### config.mk
export PLATFORM = sky130hd
export DESIGN_NAME = quot_reconstruct_flat
export DESIGN_NICKNAME = d
export VERILOG_FILES = /design/src/rtl/quot_reconstruct_pkg.sv /design/src/rtl/quot_reconstruct_if.sv /design/src/rtl/quot_reconstruct_mac.sv /design/src/rtl/quot_reconstruct.sv /design/src/flat_wrapper.sv
export SDC_FILE = /design/constraint.sdc
export NUM_CORES = 1
export LEC_CHECK = 0
export ABC_AREA = 0
export ABC_CLOCK_PERIOD_IN_PS = 3300
export CORE_ASPECT_RATIO = 1.75
export CORE_UTILIZATION = 54
export DETAILED_ROUTE_END_ITERATION = 10
export PLACE_DENSITY = 0.77
export SYNTH_ARGS = -nofsm -noshare
export SYNTH_HDL_FRONTEND = slang
export SYNTH_HIERARCHICAL = 1
export SYNTH_SLANG_ARGS = --single-unit
### constraint.sdc
create_clock -name clk -period 3.3 [get_ports clk]
set_input_delay 0.66 -clock clk [delete_from_list [all_inputs] [get_ports clk]]
set_output_delay 0.66 -clock clk [all_outputs]
set_load 0.02 [all_outputs]
### src/rtl/quot_reconstruct_pkg.sv
// ---------------------------------------------------------------------------
// qrecon_pkg
// Shared types and encodings for the quotient / square-root reconstruction
// checker.
// Revision: 1.0
// ---------------------------------------------------------------------------
`default_nettype none

package qrecon_pkg;

  // Controller states.
  typedef enum logic [1:0] {
    S_IDLE = 2'd0,
    S_MUL  = 2'd1,
    S_SUB  = 2'd2,
    S_DONE = 2'd3
  } state_t;

  // Operation encodings. Any nonzero op selects the square-root check.
  localparam logic [1:0] OP_DIV  = 2'b00;
  localparam logic [1:0] OP_SQRT = 2'b01;

  // Unsigned absolute difference between two operands of equal width.
  function automatic logic [63:0] abs_diff64(input logic [63:0] a, input logic [63:0] b);
    return (a > b) ? (a - b) : (b - a);
  endfunction

endpackage

`default_nettype wire

### src/rtl/quot_reconstruct_if.sv
// ---------------------------------------------------------------------------
// quot_reconstruct_if
// Request / result handshake bundle for quot_reconstruct.
// master = requester/consumer side, slave = checker side.
// Revision: 1.0
// ---------------------------------------------------------------------------
`default_nettype none

interface quot_reconstruct_if #(
  parameter int WIDTH = 30
);
  logic             in_valid;
  logic             in_ready;
  logic [1:0]       op;
  logic [WIDTH-1:0] numerator;
  logic [WIDTH-1:0] denominator;
  logic [WIDTH-1:0] quotient;
  logic             out_valid;
  logic             out_ready;
  logic [WIDTH-1:0] remainder;
  logic             rem_sign;
  logic             exact;
  logic             ovf;

  modport master (
    output in_valid, op, numerator, denominator, quotient, out_ready,
    input  in_ready, out_valid, remainder, rem_sign, exact, ovf
  );

  modport slave (
    input  in_valid, op, numerator, denominator, quotient, out_ready,
    output in_ready, out_valid, remainder, rem_sign, exact, ovf
  );
endinterface

`default_nettype wire

### src/rtl/quot_reconstruct_mac.sv
// ---------------------------------------------------------------------------
// qrecon_mac
// Serial shift-add multiplier: one multiplier bit per step, LSB first.
// Exposes the upper WIDTH+2 product bits (integer overflow bits plus the
// truncated Q2 reconstruction).
// Optional macro: QRECON_EARLY_EXIT_EN -- 'last' also fires once the
// remaining multiplier bits are all zero.
// Revision: 1.0
// ---------------------------------------------------------------------------
`default_nettype none

module qrecon_mac #(
  parameter int WIDTH = 30
) (
  input  wire logic               clk,
  input  wire logic               reset_n,
  input  wire logic               start,
  input  wire logic               step,
  input  wire logic [WIDTH-1:0]   multiplicand,
  input  wire logic [WIDTH-1:0]   multiplier,
  output logic [WIDTH+1:0]        prod_hi,
  output logic                    last
);

  localparam int CW = $clog2(WIDTH + 1);

  logic [2*WIDTH-1:0] acc;
  logic [2*WIDTH-1:0] mcand;
  logic [WIDTH-1:0]   mplier;
  logic [CW-1:0]      cnt;

  assign prod_hi = acc[2*WIDTH-1:WIDTH-2];

  // The step currently being taken is the final one.
`ifdef QRECON_EARLY_EXIT_EN
  assign last = (cnt == CW'(WIDTH - 1)) || (mplier[WIDTH-1:1] == '0);
`else
  assign last = (cnt == CW'(WIDTH - 1));
`endif

  // Load operands on start, then add the shifted multiplicand per set bit.
  always_ff @(posedge clk or negedge reset_n) begin
    if (!reset_n) begin
      acc    <= '0;
      mcand  <= '0;
      mplier <= '0;
      cnt    <= '0;
    end else if (start) begin
      acc    <= '0;
      mcand  <= {{WIDTH{1'b0}}, multiplicand};
      mplier <= multiplier;
      cnt    <= '0;
    end else if (step) begin
      if (mplier[0]) begin
        acc <= acc + mcand;
      end
      mcand  <= mcand << 1;
      mplier <= mplier >> 1;
      cnt    <= cnt + CW'(1);
    end
  end

endmodule

`default_nettype wire

### src/rtl/quot_reconstruct.sv
// ---------------------------------------------------------------------------
// quot_reconstruct
// Checks a divide (Q*D vs N) or square-root (Q*Q vs N) result in unsigned
// Q2.(WIDTH-2) fixed point: reports |N-P|, sign, exactness and overflow.
// Optional macro: QRECON_EARLY_EXIT_EN -- data-dependent multiply latency.
// Revision: 1.0
// ---------------------------------------------------------------------------
`default_nettype none

module quot_reconstruct
  import qrecon_pkg::*;
#(
  parameter int WIDTH = 30
) (
  input  wire logic         clk,
  input  wire logic         reset_n,
  quot_reconstruct_if.slave bus
);

  state_t           state;
  logic [WIDTH-1:0] num_q;
  logic [WIDTH-1:0] remainder_q;
  logic             rem_sign_q;
  logic             exact_q;
  logic             ovf_q;
  logic             out_valid_q;

  logic             mac_start;
  logic             mac_step;
  logic             mac_last;
  logic [WIDTH-1:0] mac_multiplier;
  logic [WIDTH+1:0] prod_hi;
  logic [WIDTH-1:0] p_val;
  logic             p_ovf;

  assign mac_start      = (state == S_IDLE) && bus.in_valid;
  assign mac_step       = (state == S_MUL);
  assign mac_multiplier = (bus.op == OP_DIV) ? bus.denominator : bus.quotient;

  qrecon_mac #(.WIDTH(WIDTH)) u_mac (
    .clk          (clk),
    .reset_n      (reset_n),
    .start        (mac_start),
    .step         (mac_step),
    .multiplicand (bus.quotient),
    .multiplier   (mac_multiplier),
    .prod_hi      (prod_hi),
    .last         (mac_last)
  );

  // Truncated reconstruction and integer overflow of the full product.
  assign p_val = prod_hi[WIDTH-1:0];
  assign p_ovf = |prod_hi[WIDTH+1:WIDTH];

  assign bus.in_ready  = (state == S_IDLE);
  assign bus.out_valid = out_valid_q;
  assign bus.remainder = remainder_q;
  assign bus.rem_sign  = rem_sign_q;
  assign bus.exact     = exact_q;
  assign bus.ovf       = ovf_q;

  // Control FSM with registered result outputs.
  always_ff @(posedge clk or negedge reset_n) begin
    if (!reset_n) begin
      state       <= S_IDLE;
      num_q       <= '0;
      remainder_q <= '0;
      rem_sign_q  <= 1'b0;
      exact_q     <= 1'b0;
      ovf_q       <= 1'b0;
      out_valid_q <= 1'b0;
    end else begin
      case (state)
        S_IDLE: begin
          if (bus.in_valid) begin
            num_q <= bus.numerator;
            state <= S_MUL;
          end
        end
        S_MUL: begin
          if (mac_last) begin
            state <= S_SUB;
          end
        end
        S_SUB: begin
          remainder_q <= (p_val > num_q) ? (p_val - num_q) : (num_q - p_val);
          rem_sign_q  <= (p_val > num_q);
          exact_q     <= (p_val == num_q);
          ovf_q       <= p_ovf;
          out_valid_q <= 1'b1;
          state       <= S_DONE;
        end
        S_DONE: begin
          if (bus.out_ready) begin
            out_valid_q <= 1'b0;
            state       <= S_IDLE;
          end
        end
        default: state <= S_IDLE;
      endcase
    end
  end

endmodule

`default_nettype wire

### src/flat_wrapper.sv
// flat-port wrapper written by rule: the top's interface ports become plain ports
module quot_reconstruct_flat import qrecon_pkg::*;
#(
  parameter int WIDTH = 30
)
  (clk, reset_n, bus_in_valid, bus_op, bus_numerator, bus_denominator, bus_quotient, bus_out_ready, bus_in_ready, bus_out_valid, bus_remainder, bus_rem_sign, bus_exact, bus_ovf);
  quot_reconstruct_if #(.WIDTH(WIDTH)) bus_i ();
  input  wire logic clk;
  input  wire logic reset_n;
  input wire logic [$bits(bus_i.in_valid)-1:0] bus_in_valid;
  input wire logic [$bits(bus_i.op)-1:0] bus_op;
  input wire logic [$bits(bus_i.numerator)-1:0] bus_numerator;
  input wire logic [$bits(bus_i.denominator)-1:0] bus_denominator;
  input wire logic [$bits(bus_i.quotient)-1:0] bus_quotient;
  input wire logic [$bits(bus_i.out_ready)-1:0] bus_out_ready;
  output wire logic [$bits(bus_i.in_ready)-1:0] bus_in_ready;
  output wire logic [$bits(bus_i.out_valid)-1:0] bus_out_valid;
  output wire logic [$bits(bus_i.remainder)-1:0] bus_remainder;
  output wire logic [$bits(bus_i.rem_sign)-1:0] bus_rem_sign;
  output wire logic [$bits(bus_i.exact)-1:0] bus_exact;
  output wire logic [$bits(bus_i.ovf)-1:0] bus_ovf;
  assign bus_i.in_valid = bus_in_valid;
  assign bus_i.op = bus_op;
  assign bus_i.numerator = bus_numerator;
  assign bus_i.denominator = bus_denominator;
  assign bus_i.quotient = bus_quotient;
  assign bus_i.out_ready = bus_out_ready;
  assign bus_in_ready = bus_i.in_ready;
  assign bus_out_valid = bus_i.out_valid;
  assign bus_remainder = bus_i.remainder;
  assign bus_rem_sign = bus_i.rem_sign;
  assign bus_exact = bus_i.exact;
  assign bus_ovf = bus_i.ovf;
  quot_reconstruct #(.WIDTH(WIDTH)) u_core (.clk(clk), .reset_n(reset_n), .bus(bus_i));
endmodule
==> flow_metrics.py, run 1 <==
metrics = {
    "synthesis": {
        "postSynthCellCount": 1930,
        "syn_nets": 2153,
        "syn_area_per_cell_um2": 8.48,
        "syn-cell-area_um2": 16400,
        "synth_edf_count": 0,
        "ys_ff_latch": 221,
        "synth_warnings": 6,
        "synth.distinct_cells": 81,
        "synth_seq_area_share_pct": 33.8,
        "synthFlopType": "dfrtp_1",
        "async_flop_share_pct": 100,
    },
    "finish": {
        "final_nets": 2311,
        "insertedDiodeCount": 0,
        "syn_to_final_growth_pct": 20.0,
        "final_common_cell": "nand2_1",
        "final_cell_mix": "nand2_1, dfrtp_1, a21oi_1",
        "drive_gt1_share_pct": 13.6,
    },
    "run": {
        "drv_cap": 0,
    },
    "placed_design": {
        "gp_congestion": 1.01,
        "place_ws_ns": -0.209,
        "io_buffers": 130,
        "dpl.hpwl_mm": 37.1,
    },
    "clock_network": {
        "clkTransAtPathRegs_ns": 0.06,
        "h-tree-depth": 1,
        "clkLatencyLatePin_ns": 0.54,
        "clockBufferDepth": 3,
        "root_buffer": "clkbuf_16",
        "postCtsHoldBufs": 0,
        "cts_tree": "built",
        "cts_buffers": 22,
        "clock-sinks": 221,
    },
    "global_route": {
        "track_usage_pct": 31.1,
        "grt_pass1_wl_mm": 76.2,
        "grt_max_degree": 87,
        "grt_pass1_vias": 15000,
        "antenna_found_initial": 0,
        "grt-ovfl-total": 0,
    },
    "min_path": {
        "min_path_type": "in -> async",
    },
    "route": {
        "routedWlPerCell_um": 19.1,
        "drtIter0Drc": 691,
        "drt-total-wl_mm": 47.4,
        "drc": 0,
        "vias": 14600,
        "drt-vias-per-instance": 5.85,
        "ant_nets": 0,
        "dr.pass1.iters": 5,
    },
    "setup_path": {
        "worstPathCellList": "ha_1, nand2_1, nor2_1, a21oi_1, or4_4, a21oi_4, nor2_1, buf_4, buf_4, and3_1, a221oi_1, o211ai_1",
        "cp_max_fo": 8,
        "cp.required_ns": 3.70,
        "critical_path_class": "reg -> reg",
        "timing.critical_path.buf_inv": 2,
        "cp_data_arrival_time_ns": 3.65,
        "critPathSlowestCell": "or4_4",
        "slowest_delay_ns": 0.49,
        "endpoint_kind": "register",
        "path_delay_family": "simple AND/OR/NAND/NOR gates",
        "critPathLaunchType": "register",
    },
    "sta": {
        "fin_skew_ns": 0.0138,
        "period_needed_ns": 3.25,
        "setup_ws_ns": 0.0533,
        "max-slew-margin-rel_pct": 50.4,
        "setup_viol": 0,
        "worst_pin_slew_ns": 0.744,
        "max_freq_ghz": 0.308,
        "period_share_pct": 98.4,
        "fin_hold_ws_ns": 0.0842,
        "tns_ns": 0,
        "drv_slew": 0,
        "rsz0062_at_grt": "yes",
        "hold_viol_final": 0,
    },
    "run_status": {
        "status": "completed",
    },
    "pwr": {
        "fin_total_pwr_mw": 17.8,
        "ir_worst_vdd_uv": 1070,
        "p_leak_nw": 9.08,
        "p_per_area_nw_per_um2": 905,
    },
    "die": {
        "io_pins": 131,
        "num_rows": 84,
        "core-area_um2": 30000,
        "dieArea_um2": 31000,
        "dieHeight_um": 232,
        "start_util_pct": 54.6,
        "die_w_um": 134,
    },
}
## path summary, 6_finish.rpt
check                                           end                      from  depth (start not counted)  slack [ns]
min in group clk           u_core/bus.remainder[28]  u_core/bus.remainder[28]                          2        0.48
hold reg to reg            u_core/bus.remainder[28]  u_core/bus.remainder[28]                          2        0.48
max in group asynchronous  u_core/bus.remainder[28]                   reset_n                          2        2.43
hold / removal              u_core/u_mac/mplier[24]                   reset_n                          1        0.08
setup reg to reg           u_core/bus.remainder[17]      u_core/u_mac/acc[47]                         12        0.05
setup / recovery           u_core/bus.remainder[17]      u_core/u_mac/acc[47]                         12        0.05
## synthesized netlist by cell type (all sizes together), types with 3 or more instances
library cell  count  area share, %
and3              7           0.28
a221oi           11           0.67
nand2           275            6.4
o21a              9           0.41
o31a              5           0.27
or3               8           0.31
nand4            29            1.1
a21o             67            3.1
a21boi            5           0.25
a211oi           20            1.0
o31ai             7           0.32
a41oi             5           0.31
nor4             10           0.42
or2               5           0.19
o21bai           23            1.1
a211o             6           0.32
ha              124            9.5
xnor2            49            2.6
a2111oi           4           0.25
dfrtp           221             34
a31oi            12           0.46
and4             13           0.71
nand3b            3           0.14
fa                3           0.37
nor2            123            2.8
nand2b            4           0.15
and2              8           0.31
mux2i            95            5.8
nand3            25           0.76
o2111ai           4           0.21
nor2b             7           0.27
o211ai           12           0.55
xor2             28            1.5
inv              93            2.1
mux2             38            2.6
a21oi           189            5.9
or4               5           0.25
a22o             13           0.70
buf              73            2.7
o21ai           159            4.9
nor3             31           0.98
clkbuf           74            1.7
a22oi             3           0.14
## layer usage
layer / vias up / GRT usage [%] / share of wire (%)
li1: 7126 / - / -
met1: 6843 / 32.0 / 37
met2: 426 / 59.8 / 54
met3: 169 / 2.97 / 3.1
met4: 0 / 18.5 / 6.3
met5: - / 0 / 0
## area by class of cell
cell class                 count  area [µm²]
multi-input combinational   1468        9960
inverter                      94         358
clock buffer                  28         614
tap                          387         484
sequential                   221        5530
clock inverter                 9         178
timing repair buffer         281        2510
fill                        2559       10300
## per-stage QoR
stage | std cells | cell area (µm²) | utilization (%)
finish | 2488 | 19600 | 65.6
global route | 2488 | 19600 | 65.6
CTS | 2486 | 19500 | 65.0
detailed placement | 2449 | 18700 | 62.3
global placement | 2449 | 18700 | 62.3
floorplan | 1930 | 16400 | -
## power by group
part	internal, mW	total, mW	switching, mW
sequential	3.72	4.38	0.654
combinational	4.51	10.6	6.11
clock	1.70	2.78	1.08
## state kept, by name, indices dropped and copies added, names as in the netlist
name / count
u_core/bus.out_valid: 1
u_core/num_q: 30
u_core/bus.exact: 1
u_core/u_mac/cnt: 5
u_core/bus.ovf: 1
u_core/bus.remainder: 30
u_core/u_mac/mcand: 60
u_core/bus.rem_sign: 1
u_core/u_mac/acc: 60
u_core/state: 2
u_core/u_mac/mplier: 30
## worst reg2reg max path, stage by stage, from the launching register on
cell      delay (ns)
dfrtp_1         0.44
ha_1            0.42
nand2_1         0.13
nor2_1          0.20
a21oi_1         0.15
or4_4           0.49
a21oi_4         0.27
nor2_1          0.08
buf_4           0.18
buf_4           0.17
and3_1          0.18
a221oi_1        0.27
o211ai_1        0.13
## what timing repair did
action | in CTS | in global routing
hold endpoints to repair | 0 | 0
buffers inserted | 0 | 2
resized for setup | 6 | 35
endpoints found under the setup margin | 7 | 28
pin swaps | 0 | 14
## logic make-up after synthesis
logic type | share of synthesized area (%)
compound gates | 22.2
fa+ha+maj | 9.85
flops | 33.8
simple gates | 15.1
buf+inv | 6.54
xor+xnor | 4.12
mux | 8.43
(Power assumes the default switching activity.)
==> run 2, diff against run 1 <==
--- a/config.mk
+++ b/config.mk
@@ -7,7 +7,6 @@
 export LEC_CHECK = 0
 export ABC_AREA = 0
 export ABC_CLOCK_PERIOD_IN_PS = 3300
-export CORE_ASPECT_RATIO = 1.75
 export CORE_UTILIZATION = 54
 export DETAILED_ROUTE_END_ITERATION = 10
 export PLACE_DENSITY = 0.77
==> flow_metrics.py, run 2 (synthesized netlist as in run 1, its figures left out) <==
metrics = {
    "route": {
        "drc": 0,
        "drtIter0Drc": 922,
        "drt-total-wl_mm": 44.5,
        "vias": 14500,
        "dr.pass1.iters": 7,
        "routedWlPerCell_um": 18.1,
        "ant_nets": 0,
        "drt-vias-per-instance": 5.88,
    },
    "sta": {
        "period_share_pct": 97.2,
        "max-slew-margin-rel_pct": 21.8,
        "drv_slew": 0,
        "setup_viol": 0,
        "rsz0062_at_grt": "yes",
        "hold_viol_final": 0,
        "worst_pin_slew_ns": 1.17,
        "period_needed_ns": 3.21,
        "max_freq_ghz": 0.312,
        "setup_ws_ns": 0.0925,
        "fin_hold_ws_ns": 0.116,
        "fin_skew_ns": 0.0202,
    },
    "setup_path": {
        "cp_max_fo": 7,
        "slowest_delay_ns": 0.54,
        "cp_data_arrival_time_ns": 3.63,
        "critPathLaunchType": "register",
        "path_common_cell": "buf_4",
        "critical_path_class": "reg -> reg",
        "endpoint_kind": "register",
        "critPathSlowestCell": "nor4_1",
        "cp.required_ns": 3.72,
        "worstPathCellList": "buf_4, ha_1, nand4_1, nor4_1, buf_4, inv_1, o31a_1, a21oi_1, mux2i_1, mux2_2",
    },
    "pwr": {
        "p_per_area_nw_per_um2": 900,
        "p_leak_nw": 8.95,
        "ir_worst_vdd_uv": 615,
    },
    "clock_network": {
        "cts_tree": "built",
        "cts_buffers": 25,
        "h-tree-depth": 1,
        "root_buffer": "clkbuf_16",
        "clkLatencyLatePin_ns": 0.54,
        "clkTransAtPathRegs_ns": 0.06,
        "clockBufferDepth": 3,
        "clock-sinks": 221,
    },
    "finish": {
        "drive_gt1_share_pct": 11.8,
        "final_nets": 2282,
        "final_cell_mix": "nand2_1, dfrtp_1, a21oi_1",
        "insertedDiodeCount": 0,
        "syn_to_final_growth_pct": 18.2,
        "fill_cells": 2478,
        "final_common_cell": "nand2_1",
        "largest_registers": "u_core/u_mac/acc x60, u_core/u_mac/mcand x60",
    },
    "die": {
        "dieArea_um2": 31000,
        "core-area_um2": 29700,
        "io_pins": 131,
        "num_rows": 63,
        "dieHeight_um": 176,
        "die_w_um": 176,
        "start_util_pct": 55.1,
    },
    "placed_design": {
        "gp_congestion": 0.966,
        "place_ws_ns": 0.0182,
        "dpl.hpwl_mm": 34.0,
        "io_buffers": 130,
    },
    "global_route": {
        "antenna_found_initial": 0,
        "grt_max_degree": 88,
        "grt_pass1_vias": 14100,
        "grt-ovfl-total": 0,
        "grt_pass1_wl_mm": 72.5,
        "track_usage_pct": 28.9,
    },
    "run": {
        "drv_cap": 0,
    },
    "run_status": {
        "status": "completed",
    },
    "min_path": {
        "min_path_type": "in -> async",
    },
}
## run 2: cell types whose count changed in the layout (fill, tap and decap cells not counted), moves of 3 or more
cell	before	now
a211oi_2	7	4
ha_1	115	122
ha_2	6	1
clkinv_2	2	6
buf_4	145	113
## run 2: through the flow
stage | cell area (µm²) | cells | util, % | setup TNS, ns | power [mW]
after floorplan | 16400 | 1930 | - | 0 | 11.3
after global placement | 18400 | 2420 | 61.9 | 0 | 14.2
after detailed placement | 18400 | 2420 | 61.9 | 0 | 14.4
after CTS | 19200 | 2459 | 64.6 | 0 | 17.3
after global routing | 19300 | 2461 | 65.1 | -0.0111 | 18.8
final | 19300 | 2461 | 65.1 | 0 | 17.4
## run 2: path summary, 6_finish.rpt
kind                                     startpoint                       end  slack [ns]  cells after the start
setup / recovery               u_core/u_mac/acc[44]      u_core/u_mac/acc[59]        0.09                     10
hold reg to reg            u_core/bus.remainder[28]  u_core/bus.remainder[28]        0.48                      2
max in group asynchronous                   reset_n          u_core/num_q[11]        2.23                      2
min in group clk           u_core/bus.remainder[28]  u_core/bus.remainder[28]        0.48                      2
hold / removal                              reset_n   u_core/bus.remainder[6]        0.12                      1
setup reg to reg               u_core/u_mac/acc[44]      u_core/u_mac/acc[59]        0.09                     10
## run 2: timing repair
action / in CTS / in global routing
endpoints found under the setup margin: 0 / 28
hold buffers: 0 / 0
resized for setup: 0 / 27
buffers inserted: 0 / 2
## run 2: per-layer routing
layer	GRT usage [%]	wire [µm]	up-vias	share of wire (%)
li1	-	-	7067	-
met3	3.21	2340	67	5.2
met1	39.8	20300	6911	46
met2	47.6	20700	426	46
met4	9.09	1220	0	2.7
met5	0	0	-	0
## run 2: layout make-up
cell class	instances	area (µm²)	share of cell area [%]
Clock inverter	10	129	0.666
Sequential cell	221	5530	28.6
Inverter	94	358	1.85
Tap cell	390	488	2.52
Timing Repair Buffer	249	2270	11.7
Multi-Input combinational cell	1468	9900	51.2
Clock buffer	29	671	3.47
## run 2: critical path: cells and delay by family, from the launching register on
| family | cells | cell delay, ns |
|---|---|---|
| AO/OA/AOI/OAI | 2 | 0.56 |
| buffers and inverters | 3 | 0.41 |
| AND/OR/NAND/NOR | 2 | 0.72 |
| adder cells (fa/ha/maj) | 1 | 0.42 |
| multiplexers | 2 | 0.61 |
| flip-flops | 1 | 0.39 |
## run 2: power by group
group          leakage [nW]  switching, mW  internal, mW
clock network         0.401           1.10          1.66
logic                  5.71           5.94          4.32
registers              2.84          0.665          3.73
total                  8.95           7.70          9.71
==> run 3, diff against run 2 <==
--- a/config.mk
+++ b/config.mk
@@ -5,11 +5,11 @@
 export SDC_FILE = /design/constraint.sdc
 export NUM_CORES = 1
 export LEC_CHECK = 0
-export ABC_AREA = 0
 export ABC_CLOCK_PERIOD_IN_PS = 3300
-export CORE_UTILIZATION = 54
+export CORE_UTILIZATION = 55
+export CTS_BUF_LIST = sky130_fd_sc_hd__clkbuf_8
 export DETAILED_ROUTE_END_ITERATION = 10
-export PLACE_DENSITY = 0.77
+export PLACE_DENSITY = 0.78
 export SYNTH_ARGS = -nofsm -noshare
 export SYNTH_HDL_FRONTEND = slang
 export SYNTH_HIERARCHICAL = 1
==> flow_metrics.py, run 3 (synthesized netlist as in run 1, its figures left out) <==
metrics = {
    "clock_network": {
        "clkTransAtPathRegs_ns": 0.06,
        "clock-sinks": 221,
        "postCtsHoldBufs": 0,
        "clockBufferDepth": 3,
        "h-tree-depth": 2,
        "root_buffer": "clkbuf_8",
        "clkLatencyLatePin_ns": 0.56,
        "cts_buffers": 41,
        "cts_tree": "built",
    },
    "sta": {
        "tns_ns": 0,
        "fin_skew_ns": 0.0442,
        "hold_viol_final": 0,
        "period_share_pct": 98.1,
        "rsz0062_at_grt": "yes",
        "max_freq_ghz": 0.309,
        "worst_pin_slew_ns": 1.09,
        "setup_ws_ns": 0.0620,
        "drv_slew": 0,
        "max-slew-margin-rel_pct": 27.1,
        "period_needed_ns": 3.24,
        "setup_viol": 0,
    },
    "route": {
        "drc": 0,
        "drtIter0Drc": 1130,
        "routedWlPerCell_um": 17.7,
        "drt-total-wl_mm": 43.9,
        "ant_nets": 0,
        "drt-vias-per-instance": 5.89,
        "dr.pass1.iters": 6,
        "vias": 14600,
    },
    "run": {
        "drv_cap": 0,
    },
    "global_route": {
        "grt_max_degree": 115,
        "grt_pass1_vias": 14500,
        "grt_pass1_wl_mm": 72.8,
        "antenna_found_initial": 0,
        "track_usage_pct": 29.1,
        "grt-ovfl-total": 0,
    },
    "run_status": {
        "status": "completed",
    },
    "placed_design": {
        "dpl.hpwl_mm": 32.7,
        "place_ws_ns": -0.0327,
        "io_buffers": 130,
        "gp_congestion": 0.979,
        "placed_area_um2": 18300,
    },
    "finish": {
        "final_nets": 2297,
        "post-route-util_pct": 67.4,
        "regArea_um2": 5530,
        "syn_to_final_growth_pct": 19.4,
        "largest_registers": "u_core/u_mac/acc x60, u_core/u_mac/mcand x60",
        "fin_area_um2": 19500,
        "final_cell_mix": "nand2_1, dfrtp_1, a21oi_1",
        "final_common_cell": "nand2_1",
        "multi_input_area_um2": 10000,
        "insertedDiodeCount": 0,
        "fill_cells": 2382,
        "drive_gt1_share_pct": 13.5,
    },
    "pwr": {
        "p_per_area_nw_per_um2": 908,
        "switching_power_mw": 7.87,
        "comb_power_share_pct": 59.4,
        "p_clk_share_pct": 15.8,
        "switching_share_pct": 44.4,
        "p_leak_nw": 9.02,
        "fin_total_pwr_mw": 17.7,
        "p_int_mw": 9.87,
        "ir_worst_vdd_uv": 555,
        "pwr-share-seq_pct": 24.8,
    },
    "die": {
        "dieArea_um2": 30400,
        "start_util_pct": 56.4,
        "num_rows": 62,
        "io_pins": 131,
        "core-area_um2": 29000,
        "dieHeight_um": 174,
        "die_w_um": 174,
    },
    "setup_path": {
        "cp_data_arrival_time_ns": 3.70,
        "path_delay_family": "compound AO/OA/AOI/OAI gates",
        "critical_path_class": "reg -> reg",
        "endpoint_kind": "register",
        "slowest_delay_ns": 0.58,
        "cp.required_ns": 3.76,
        "cp_max_fo": 6,
        "critPathSlowestCell": "or4_4",
        "worstPathCellList": "ha_1, nand4_1, nor4_4, or4_4, a21o_4, a2111oi_4, a211oi_1, o31a_1, o31ai_1",
        "timing.critical_path.buf_inv": 0,
        "critPathLaunchType": "register",
    },
    "min_path": {
        "min_path_type": "in -> async",
    },
}
run 3: cell count changes in the layout (fill, tap and decap cells not counted), moves of 3 or more:
cell and delta:
ha_2 +3, ha_1 -8, o21ai_0 -3, buf_6 +4, inv_1 +8, ha_4 +5
clkbuf_8 +45, buf_4 -5, clkbuf_16 -25
run 3: worst paths after layout:
path,startpoint,end,slack [ns],cells past startpoint
max,u_core/u_mac/acc[57],u_core/bus.remainder[28],0.06,9
min,reset_n,u_core/bus.remainder[0],0.10,1
max reg2reg,u_core/u_mac/acc[57],u_core/bus.remainder[28],0.06,9
min reg2reg,u_core/bus.remainder[5],u_core/bus.remainder[5],0.49,2
max in group asynchronous,reset_n,u_core/u_mac/acc[42],2.28,2
min in group clk,u_core/bus.remainder[5],u_core/bus.remainder[5],0.49,2
run 3: repair_timing:
| item | CTS | global route |
|---|---|---|
| setup endpoints to repair | 3 | 36 |
| setup buffers | 0 | 13 |
| resized for setup | 2 | 55 |
| pin swaps | 0 | 16 |
run 3: through the flow:
stage               hold slack (ns)  std cells
global placement              0.467       2402
floorplan                     0.364       1930
global route                  0.151       2482
CTS                           0.123       2469
finish                        0.104       2482
detailed placement            0.479       2402
run 3: metal layers:
layer / GRT usage [%] / share of wire, % / vias up
met5: 0 / 0 / -
met4: 10.2 / 3.4 / 0
met3: 3.67 / 4.9 / 96
met2: 47.8 / 46 / 466
met1: 39.4 / 45 / 6953
li1: - / - / 7103
run 3: worst reg2reg max path: stages (launching register included):
cell,delay [ns]
dfrtp_1,0.44
ha_1,0.46
nand4_1,0.31
nor4_4,0.11
or4_4,0.58
a21o_4,0.25
a2111oi_4,0.34
a211oi_1,0.13
o31a_1,0.31
o31ai_1,0.22
run 3: power groups by stage:
stage	sequential (mW)	combinational (mW)	clock [mW]
2_1_floorplan	4.48	6.86	0
4_1_cts	4.41	9.99	2.86
5_1_grt	4.54	11.6	2.98
3_5_place_dp	4.44	9.93	0
6_report	4.41	10.5	2.80
3_3_place_gp	4.39	9.75	0
run 3: final cells by class:
| type | instances | area share, % |
|---|---|---|
| Inverter | 94 | 1.83 |
| Clock buffer | 48 | 3.38 |
| Sequential cell | 221 | 28.3 |
| Tap cell | 384 | 2.46 |
| Multi-Input combinational cell | 1468 | 51.4 |
| Clock inverter | 19 | 0.999 |
| Timing Repair Buffer | 248 | 11.6 |
==> RTL edit 1, RTL diff (flow settings as in run 1) <==
The option `QRECON_EARLY_EXIT_EN` is turned on by a define.
--- a/src/rtl/quot_reconstruct_mac.sv
+++ b/src/rtl/quot_reconstruct_mac.sv
@@ -8,6 +8,8 @@
 // Revision: 1.0
 // ---------------------------------------------------------------------------
 `default_nettype none
+
+`define QRECON_EARLY_EXIT_EN
 
 module qrecon_mac #(
   parameter int WIDTH = 30
Behaviour: not the same (a bounded check fails within 4 cycles, from zero or initial values and one cycle with reset_n low).
==> RTL edit 1 against run 1 <==
Cell area up 1.3%. Routed wire length rose by 8.4%. Combinational power rose by 7%. Total power rose by 4.2%. Largest power group unchanged. Highest routed layer unchanged. Worst setup slack better by 0.015 ns. Count of clock-buffer cells in the layout decreased by 2. Synthesized cell count is 2.2% higher. Fmax up 0.45%. Critical path depth is the same. Critical path type unchanged. Sequential cell count did not move. Largest cell class unchanged. Area after synthesis up 1.8%.
==> RTL edit 1: results (changes against run 1) <==
[status]
status = completed

[logic_synthesis]
syn_inst = 1973  ; +2.2%
synth_warnings = 6  ; unchanged
syn_nets = 2196  ; +2.0%
synthArstFlopShare_pct = 100  ; unchanged
synth.distinct_cells = 94  ; +16%
seq_area_frac_synth_pct = 33.2  ; -0.58 points
yosys-top-cells-area = dfrtp_1 (33%), ha_1 (9.3%), nand2_1 (6.0%), mux2i_1 (5.8%), a21oi_1 (5.6%)
netlist_top_cells_count = nand2_1 (264), dfrtp_1 (221), a21oi_1 (187)

[route]
vias = 15257  ; +4.8%
drcViolationCount = 0  ; unchanged
post_drt_wl_per_cell_um = 20.3  ; +6.4%
first_iter_violations = 763  ; +10%

[critical_path]
critPathTopFamily = compound AO/OA/AOI/OAI gates
crit_path_max_fanout = 6  ; -2
ff2ff_setup_slack_ns = 0.07
arrival_ns = 3.68  ; +0.03 ns
critical-path-max-stage-delay_ns = 0.53  ; +0.04 ns

[global_route]
grt_pass1_wl_mm = 81.3  ; +6.8%
grt_usage_pct = 33.2  ; +2.1 points
antenna_found_initial = 0  ; unchanged
grt_max_degree = 152  ; +75%

[place]
dp_hpwl_mm = 39.8  ; +7.2%
gp_congestion = 0.990  ; -2.0%
place_area_um2 = 18900  ; +1.3%

[final_layout]
layout-drive-gt1-share_pct = 13.6  ; +0.029 points
diodes = 0  ; unchanged
final_nets = 2355  ; +1.9%
fin_cells = 2535  ; +1.9%

[timing]
whs_ns = 0.135  ; +0.0508 ns
tightest_slew_ns = 0.781  ; +0.0372 ns
fin_skew_ns = 0.00969  ; -0.00415 ns

[pwr]
vdd_drop_max_v = 0.000635  ; -41%
p_leak_nw = 9.05  ; -0.28%

[clock_network]
root_buffer = clkbuf_16

[run]
maxCapViolCount = 0  ; unchanged

[RTL edit 1: layout make-up]
cell class | instances | area (µm²)
Clock buffer | 26 | 617
Timing Repair Buffer | 285 | 2570
Multi-Input combinational cell | 1512 | 10200
Fill cell | 2542 | 10300
Tap cell | 387 | 484
Sequential cell | 221 | 5530
Clock inverter | 14 | 183
Inverter | 90 | 343
[RTL edit 1: through the flow]
stage | TNS [ns] | worst slack [ns]
2_1_floorplan | 0 | 0.248
3_3_place_gp | -0.0624 | -0.0624
3_5_place_dp | 0 | 0.00486
4_1_cts | 0 | 0.00184
5_1_grt | -0.100 | -0.0850
6_report | 0 | 0.0678
[RTL edit 1: final timing paths]
path	from	endpoint	cells after the start
worst max register to register	u_core/num_q[4]	u_core/bus.remainder[28]	12
worst min-delay path	reset_n	u_core/u_mac/mcand[26]	1
min in group clk	u_core/bus.remainder[5]	u_core/bus.remainder[5]	2
worst max-delay path	u_core/num_q[4]	u_core/bus.remainder[28]	12
max in group asynchronous	reset_n	u_core/bus.remainder[24]	2
worst min register to register	u_core/bus.remainder[5]	u_core/bus.remainder[5]	2
[RTL edit 1: worst reg2reg max path: cells and delay by family (launching register included)]
kind	cells	cell delay [ns]
AO/OA/AOI/OAI	5	1.31
AND/OR/NAND/NOR	4	0.92
flip-flops	1	0.35
adder cells (fa/ha/maj)	1	0.33
buffers and inverters	2	0.23
[RTL edit 1: kinds of logic after synthesis]
logic type | count (synthesis) | synth area share, %
AOI/OAI and AO/OA | 580 | 21.8
and+or+nand+nor | 603 | 16.7
xor gates and xnor gates | 68 | 3.58
DFF | 221 | 33.2
buffers and inverters | 240 | 6.70
adders and majority gates | 127 | 9.68
muxes | 134 | 8.33
[RTL edit 1: routing by layer]
metal / share of wire, % / vias to the layer above / track usage, %
li1: - / 7335 / -
met1: 36 / 7280 / 34.8
met4: 7.6 / 0 / 23.5
met5: 0 / - / 0
met2: 52 / 475 / 61.5
met3: 3.7 / 167 / 3.20
[RTL edit 1: power by group]
part / switching (mW) / internal [mW] / total, mW
clock network: 1.13 / 1.65 / 2.78
registers: 0.741 / 3.73 / 4.47
logic: 6.49 / 4.78 / 11.3
[RTL edit 1: what timing repair did]
action                                  CTS  global route
hold endpoints to repair                  0             0
setup buffers                             0             5
hold buffers                              0             0
pin swaps                                 0             8
resized for setup                         1            32
gates cloned                              0             0
endpoints found under the setup margin    1            27
==> RTL edit 2, RTL diff (flow settings as in run 1) <==
Without the edit above. One comparison of `cnt` changes from == to >=.
--- a/src/rtl/quot_reconstruct_mac.sv
+++ b/src/rtl/quot_reconstruct_mac.sv
@@ -35,7 +35,7 @@
 `ifdef QRECON_EARLY_EXIT_EN
   assign last = (cnt == CW'(WIDTH - 1)) || (mplier[WIDTH-1:1] == '0);
 `else
-  assign last = (cnt == CW'(WIDTH - 1));
+  assign last = (cnt >= CW'(WIDTH - 1));
 `endif
 
   // Load operands on start, then add the shifted multiplicand per set bit.
Behaviour: no difference found for any inputs over 10 cycles, from zero or initial values and one cycle with reset_n low; that may be too few to reach the edited logic, so the function may still have changed.
==> RTL edit 2 against run 1 <==
Combinational power increased by 8%. Fmax increased by 0.48%. Worst setup slack improved by 0.016 ns. Via count increased by 6.2%. Synthesized cell count increased by 1.4%. Critical path depth decreased by 2. Routed wire length increased by 13%. Total power increased by 5.0%. Cell area increased by 4.5%. Count of clock-buffer cells in the layout decreased by 2. Area after synthesis increased by 1.2%. Worst hold slack improved by 0.020 ns. Sequential cell count unchanged. Global-route usage increased by 3.2 points. Critical endpoint is now u_core/u_mac/acc[50]. Largest cell class unchanged.
==> RTL edit 2: results (changes against run 1) <==
[timing]
fin_skew_ns = 0.0213  ; +0.00747 ns

[global_route]
grt_pass1_vias = 15643  ; +4.1%
grt_pass1_wl_mm = 82.3  ; +8.1%
grt_max_degree = 166  ; +91%

[logic_synthesis]
netlist_top_cells_count = nand2_1 (261), dfrtp_1 (221), a21oi_1 (186)
syn_nets = 2180  ; +1.3%
seq_area_frac_synth_pct = 33.4  ; -0.41 points
synthXorXnorAreaFrac_pct = 3.54  ; -0.58 points
yosys-top-cells-area = dfrtp_1 (33%), ha_1 (9.4%), nand2_1 (5.9%), mux2i_1 (5.7%), a21oi_1 (5.6%)
synth_adder_area_share_pct = 9.73  ; -0.12 points
synth_mux_area_share_pct = 8.32  ; -0.10 points

[final_layout]
final_nets = 2401  ; +3.9%
fin_cells = 2580  ; +3.7%

[pwr]
internal-power_mw = 10.4  ; +4.3%
sequentialPower_mw = 4.39  ; about the same
clk-power_mw = 2.84  ; +2%
p_leak_nw = 9.52  ; +4.9%

[place]
placed_cells = 2530  ; +3.3%
dp_hpwl_mm = 41.9  ; +13%

[status]
status = completed

[critical_path]
timing.rr.start = u_core/u_mac/mcand[20]
crit_path_max_fanout = 4  ; -4
r2r_cells = 10  ; -2

[clock_network]
worstSkewPairLatency_ns = 0.57  ; +0.03 ns
postCtsSetupBuffers = 4  ; +4

[route]
totalWireLength_mm = 53.7  ; +13%
first_iter_violations = 802  ; +16%

## RTL edit 2: cell types whose count changed after synthesis, moves of 5 or more
cell	delta
xor2_1	-6
a31oi_1	+6
or4_1	+5
nand2_1	-13
nor3_1	-11
a21o_1	+13
nand3_1	+14
a22o_1	-13
buf_2	+5
## RTL edit 2: area by class of cell
type | instances | area [µm²]
Fill cell | 2505 | 9530
Timing Repair Buffer | 348 | 3040
Sequential cell | 221 | 5530
Clock buffer | 26 | 607
Multi-Input combinational cell | 1491 | 10300
Inverter | 93 | 354
Tap cell | 387 | 484
Clock inverter | 14 | 204
## RTL edit 2: final timing paths
check	slack, ns	to
max in group asynchronous	2.35	u_core/u_mac/mplier[10]
setup / recovery	0.07	u_core/u_mac/acc[50]
min in group clk	0.49	u_core/bus.remainder[25]
setup reg to reg	0.07	u_core/u_mac/acc[50]
hold reg to reg	0.49	u_core/bus.remainder[25]
hold / removal	0.10	u_core/num_q[8]
## RTL edit 2: routing by layer
| metal | vias up | GRT usage (%) | share of wire, % | wire length (µm) |
|---|---|---|---|---|
| met5 | - | 0 | 0 | 0 |
| met4 | 0 | 23.9 | 7.4 | 3990 |
| met3 | 183 | 3.08 | 3.4 | 1850 |
| met2 | 501 | 67.3 | 55 | 29400 |
| met1 | 7386 | 33.0 | 34 | 18500 |
| li1 | 7397 | - | - | - |
## RTL edit 2: metrics by stage
stage	setup WS [ns]	cell area (µm²)	power, mW	hold slack, ns
after floorplan	0.247	16600	11.2	0.364
after global placement	-0.149	19300	15.1	0.470
after detailed placement	-0.172	19300	15.4	0.480
after CTS	0.00728	20200	18.3	0.147
after global routing	-0.0161	20500	19.9	0.162
final	0.0689	20500	18.7	0.104
